**config.mk**
```make
export PLATFORM = sky130hd
export DESIGN_NAME = fdivsqrt_sched
export DESIGN_NICKNAME = d
export VERILOG_FILES = /design/src/rtl/fdivsqrt_sched_pkg.sv /design/src/rtl/fdivsqrt_itercount.sv /design/src/rtl/fdivsqrt_sched.sv
export SDC_FILE = /design/constraint.sdc
export NUM_CORES = 1
export LEC_CHECK = 0
export BUFFER_PORTS_ARGS = -buffer_cell sky130_fd_sc_hd__buf_2
export CAP_MARGIN = 20
export CORE_UTILIZATION = 55
export DETAILED_ROUTE_END_ITERATION = 7
export PLACE_DENSITY = 0.8
export SLEW_MARGIN = 25
export SYNTH_ARGS = -nofsm -noshare
export SYNTH_HDL_FRONTEND = slang
export SYNTH_SLANG_ARGS = --single-unit
export TNS_END_PERCENT = 100
```
**constraint.sdc**
```tcl
create_clock -name clk -period 3.8 [get_ports clk]
set_input_delay 0.19 -clock clk [delete_from_list [all_inputs] [get_ports clk]]
set_output_delay 0.19 -clock clk [all_outputs]
set_load 0.005 [all_outputs]
```
**src/rtl/fdivsqrt_sched_pkg.sv**
```systemverilog
// Shared types and constants for the divide/sqrt iteration scheduler.
package fdivsqrt_sched_pkg;

    typedef enum logic [1:0] {
        IDLE = 2'd0,
        BUSY = 2'd1,
        DONE = 2'd2
    } state_e;

    localparam int NF_SINGLE = 23;
    localparam int NF_DOUBLE = 52;
    localparam int NF_HALF   = 10;
    localparam int NF_QUAD   = 112;

    localparam int LOGR_DEF       = 2;
    localparam int DIVCOPIES_DEF  = 4;
    localparam int BITS_PER_CYCLE = LOGR_DEF * DIVCOPIES_DEF;

    // Fraction width for the FP format code (00 single, 01 double, 10 half, 11 quad).
    function automatic int nf_of(input logic [1:0] fmt);
        case (fmt)
            2'b00:   return NF_SINGLE;
            2'b01:   return NF_DOUBLE;
            2'b10:   return NF_HALF;
            default: return NF_QUAD;
        endcase
    endfunction

endpackage

```
**src/rtl/fdivsqrt_itercount.sv**
```systemverilog
// Iteration count for one divide/sqrt operation; purely combinational so a
// latency predictor can reuse it.
module fdivsqrt_itercount
    import fdivsqrt_sched_pkg::*;
#(
    parameter int BPC     = BITS_PER_CYCLE,
    parameter int XLEN    = 64,
    parameter int LOGXLEN = 6,
    parameter int CNTW    = 5
) (
    input  logic [1:0]       FmtE,
    input  logic             SpecialCaseE,
    input  logic [LOGXLEN:0] IntnE,
    input  logic             IsInt,
    output logic [CNTW-1:0]  NIter
);

    int bits;

    always_comb begin
        if (IsInt) begin
            bits = 32'(IntnE) + 1;
            // an integer quotient never carries more than XLEN bits
            if (bits > XLEN) bits = XLEN;
        end else begin
            bits = nf_of(FmtE) + 4;
        end
        NIter = CNTW'((bits + BPC - 1) / BPC);
        if (!IsInt && SpecialCaseE) NIter = '0;
    end

endmodule

```
**src/rtl/fdivsqrt_sched.sv**
```systemverilog
// Scheduler for the shared radix-4 divide/sqrt datapath: round-robin grant,
// iteration sequencing, done held until acknowledged, flush abort.
//   state | meaning
//   IDLE  | no operation; a pending request is granted this cycle
//   BUSY  | iterating; IterCnt holds the remaining iterations
//   DONE  | result ready, datapath frozen until ResultAckE
module fdivsqrt_sched
    import fdivsqrt_sched_pkg::*;
#(
    parameter int DIVCOPIES = DIVCOPIES_DEF,
    parameter int LOGR      = LOGR_DEF,
    parameter int XLEN      = 64,
    parameter int LOGXLEN   = 6,
    parameter int CNTW      = 5
) (
    input  logic             clk,
    input  logic             reset,
    input  logic             FDivReqE,
    input  logic [1:0]       FmtE,
    input  logic             SqrtE,
    input  logic             SpecialCaseE,
    input  logic             IDivReqE,
    input  logic [LOGXLEN:0] IntnE,
    input  logic             FlushE,
    input  logic             ResultAckE,
    output logic             IFDivStartE,
    output logic             FDivBusyE,
    output logic             FpGntE,
    output logic             IntGntE,
    output logic             DivDoneM,
    output logic             DoneIsIntM,
    output logic             DoneSqrtM,
    output logic [CNTW-1:0]  IterCnt
);

    localparam int BPC = LOGR * DIVCOPIES;

    state_e          state_q, state_d;
    logic [CNTW-1:0] cnt_q, cnt_d;
    logic            rr_fp_q, rr_fp_d;
    logic            owner_int_q, owner_int_d;
    logic            sqrt_q, sqrt_d;
    logic            gnt_any, pick_int;
    logic [CNTW-1:0] n_iter;

    assign gnt_any  = (state_q == IDLE) && !reset && !FlushE && (FDivReqE || IDivReqE);
    // rr_fp_q=1 favours FP on a collision
    assign pick_int = IDivReqE && (!FDivReqE || !rr_fp_q);

    fdivsqrt_itercount #(
        .BPC    (BPC),
        .XLEN   (XLEN),
        .LOGXLEN(LOGXLEN),
        .CNTW   (CNTW)
    ) u_itercount (
        .FmtE        (FmtE),
        .SpecialCaseE(SpecialCaseE),
        .IntnE       (IntnE),
        .IsInt       (pick_int),
        .NIter       (n_iter)
    );

    always_ff @(posedge clk) begin
        if (reset) begin
            state_q     <= IDLE;
            cnt_q       <= '0;
            rr_fp_q     <= 1'b1;
            owner_int_q <= 1'b0;
            sqrt_q      <= 1'b0;
        end else begin
            state_q     <= state_d;
            cnt_q       <= cnt_d;
            rr_fp_q     <= rr_fp_d;
            owner_int_q <= owner_int_d;
            sqrt_q      <= sqrt_d;
        end
    end

    always_comb begin
        state_d     = state_q;
        cnt_d       = cnt_q;
        rr_fp_d     = rr_fp_q;
        owner_int_d = owner_int_q;
        sqrt_d      = sqrt_q;
        IFDivStartE = 1'b0;
        FDivBusyE   = 1'b0;
        FpGntE      = 1'b0;
        IntGntE     = 1'b0;
        case (state_q)
            IDLE: begin
                if (gnt_any) begin
                    IFDivStartE = 1'b1;
                    FDivBusyE   = 1'b1;
                    FpGntE      = !pick_int;
                    IntGntE     = pick_int;
                    owner_int_d = pick_int;
                    sqrt_d      = !pick_int && SqrtE;
                    cnt_d       = n_iter;
                    state_d     = (n_iter == '0) ? DONE : BUSY;
                    if (FDivReqE && IDivReqE) rr_fp_d = !rr_fp_q;
                end
            end
            BUSY: begin
                FDivBusyE = 1'b1;
                cnt_d     = cnt_q - CNTW'(1);
                if (cnt_q <= CNTW'(1)) begin
                    state_d = DONE;
                    cnt_d   = '0;
                end
            end
            DONE: begin
                if (ResultAckE) state_d = IDLE;
            end
            default: state_d = IDLE;
        endcase
        // flush wins over ack and over BUSY->DONE
        if (FlushE) begin
            state_d = IDLE;
            cnt_d   = '0;
        end
    end

    assign DivDoneM   = (state_q == DONE);
    assign DoneIsIntM = owner_int_q;
    assign DoneSqrtM  = sqrt_q;
    assign IterCnt    = cnt_q;

endmodule
```
==> results.txt <==
H-tree levels: 1
I/O Pins: 29
Max Freq: 0.474 GHz
Area growth syn-to-layout: 19.8%
Element type at the critical path start: primary input
Worst Hold Endpoint: DoneIsIntM$_SDFFE_PP0P_
Mean routed wirelength per cell: 13.3 µm
Synth top area share: 20.3%
Core Rows: 14
CORE AREA: 0.00159 mm²
Leakage power: 0.503 nW
Max transition margin: 53.5%
Worst Skew: 10.1 ps
Worst hold stages: 2
Reg2reg start: rr_fp_q$_SDFFE_PP1P_
Synthesized cell area: 985 µm²
Layout cell share with drive strength beyond 1: 23.5%
Worst path most repeated cell: a311oi_1
Cell variety after synth: 43
Minimum clock period: 2110 ps
RSZ-0062 raised after global routing: no
Nets: 184
DRT Pass-1 Iters: 4
Post_cts resized: 0
Critical Path Max Stage Delay: 370 ps
Total of max-cap violations: 0
Total CTS buffers: 3
Mapped Nets: 155
# DRC: 0
DR top layer: met4
GPL Wtd Cong: 0.890
Met1 WL: 1120 µm
Post-CTS Setup Bufs: 0
DR WL met3: 185 µm
# setup viols final: 0
Total track usage: 27.3%
Critical path class: in -> reg
Hold Slack: 113 ps
Critical path required time: 3980 ps
Sequential area share after synthesis: 20.3%
Post-synth top area cell: dfxtp_1
Main synth FF type: dfxtp_1
Met2 wire len: 1110 µm
CP Cell Sequence: buf_2, ha_1, and4_1, nand4_1, a211oi_2, nand3_2, o21ai_2, a311oi_1, a311oi_1
Min-Delay Path Class: in -> reg
Design area: 0.00118 mm²
Synth Register Bits: 10
Total gr overflow: 0
Post-synth EDFFs: 0
Worst skew pair latency: 280 ps
Initial Util: 61.8%
Total power: 0.000304 W
Initial antenna violation count: 0
Outcome: complete, no violations
Number of global-route vias before repair: 974
Crit end category: flip-flop
DIE AREA: 0.00196 mm²
Setup TNS: 0 ps
Die Ht: 44.3 µm
Via Count: 1161
DRT iter0 DRCs: 42
HPWL after detailed placement: 2000 µm
Most numerous cell in the Yosys netlist: nor2_1
Tcrit/Tclk final: 55.6%
First-pass GRT wire length: 4000 µm
Final-report hold violation count: 0
WP data arrival: 2290 ps
Peak supply drop: 0.000194 V
Routed Antenna Nets: 0
FF-to-FF setup slack: 1750 ps
Hold path start: reset
Pin count of the biggest net entering global routing: 14
Placed instance area: 0.00114 mm²
Final Max Slew Viols: 0
R2R cell count: 7
Post-Syn Instances: 134
Slew @ Worst Pin: 690 ps
Ys async rst share: 0%
CP Max Fanout: 10
Synth Area per Inst: 7.35 µm²
Worst R2R End: IterCnt[3]$_SDFFE_PP0P_
Pwr Density: 258 mW/mm²
Main area contributors after synthesis: dfxtp_1, ha_1, nor2_1, a21oi_1, nand3_1
Antenna diode count: 0
Port Buffer Count: 28
CTS tree: done
Clock Path Buffers: 2
CP max-delay cell: ha_1
Clock tree sinks: 10
Clock-pin slew on the worst setup and hold paths: 90 ps
WL final: 2470 µm
CTS Root Buffer Type: clkbuf_4
Syn. warnings: 0
Hold_buf cts: 0
Die X-Extent: 44.3 µm
Synth cell count leaders: nor2_1, dfxtp_1, a21oi_1, nand2_1, nand3_1
Vias per cell: 6.24
area by class of cell:
class | instances | area, µm²
Sequential cell | 10 | 200
Fill cell | 135 | 414
Clock buffer | 4 | 36.3
Inverter | 7 | 26.3
Tap cell | 24 | 30.0
Timing Repair Buffer | 28 | 140
Multi-Input combinational cell | 113 | 747
kinds of logic after synthesis:
logic type | count (synthesis) | share of synthesized area, %
adders and majority gates | 4 | 5.08
xor gates and xnor gates | 3 | 2.67
DFF | 10 | 20.3
AOI/OAI and AO/OA | 42 | 31.0
and+or+nand+nor | 64 | 36.3
buffers and inverters | 11 | 4.57
where the power goes:
part / total, W / switching, W / internal [W]
Sequential: 0.000112 / 0.00000381 / 0.000108
Combinational: 0.0000890 / 0.0000524 / 0.0000366
Clock: 0.000103 / 0.0000449 / 0.0000582
Total: 0.000304 / 0.000101 / 0.000203
placed cells by master, fill, tap and decap left out, types with 5 or more instances in the layout:
cell type	n
a21oi_1	9
nand2_1	8
nor2_1	13
o21ai_0	5
nor2b_1	6
dfxtp_1	10
inv_1	7
buf_2	28
nand3_1	8
nand2b_1	5
nor3_1	6
metal layers:
| layer | global-route usage [%] | up-vias |
|---|---|---|
| met5 | 0 | - |
| met4 | 8.48 | 0 |
| met3 | 4.49 | 9 |
| met2 | 47.6 | 56 |
| met1 | 34.2 | 531 |
| li1 | - | 565 |
worst max-delay path by stage:
stage	start	end	depth (start not counted)
floorplan	IntnE[0]	IterCnt[2]$_SDFFE_PP0P_	8
CTS	IterCnt[0]$_SDFFE_PP0P_	IterCnt[2]$_SDFFE_PP0P_	6
finish	IntnE[0]	IterCnt[3]$_SDFFE_PP0P_	9
detailed placement	IntnE[0]	IterCnt[2]$_SDFFE_PP0P_	8
global placement	IntnE[0]	IterCnt[3]$_SDFFE_PP0P_	9
global route	IntnE[1]	IterCnt[2]$_SDFFE_PP0P_	8
worst max-delay path: cells and delay by family:
| kind | cells | cell delay (ps) |
|---|---|---|
| AO/OA/AOI/OAI | 4 | 840 |
| AND/OR/NAND/NOR | 3 | 700 |
| adder cells (fa/ha/maj) | 1 | 370 |
| buffers and inverters | 1 | 180 |
stage by stage:
step	worst slack (ps)	std cells	utilization (%)
floorplan	1940	134	-
global placement	1610	182	71.3
detailed placement	1460	182	71.3
CTS	1680	186	73.5
global route	1530	186	74.0
finish	1690	186	74.0
registers in the layout (all words and copies together) (netlist names):
register    flops
IterCnt         5
state_q         2
DoneIsIntM      1
DoneSqrtM       1
rr_fp_q         1
Power figures use the tool's default switching activity.
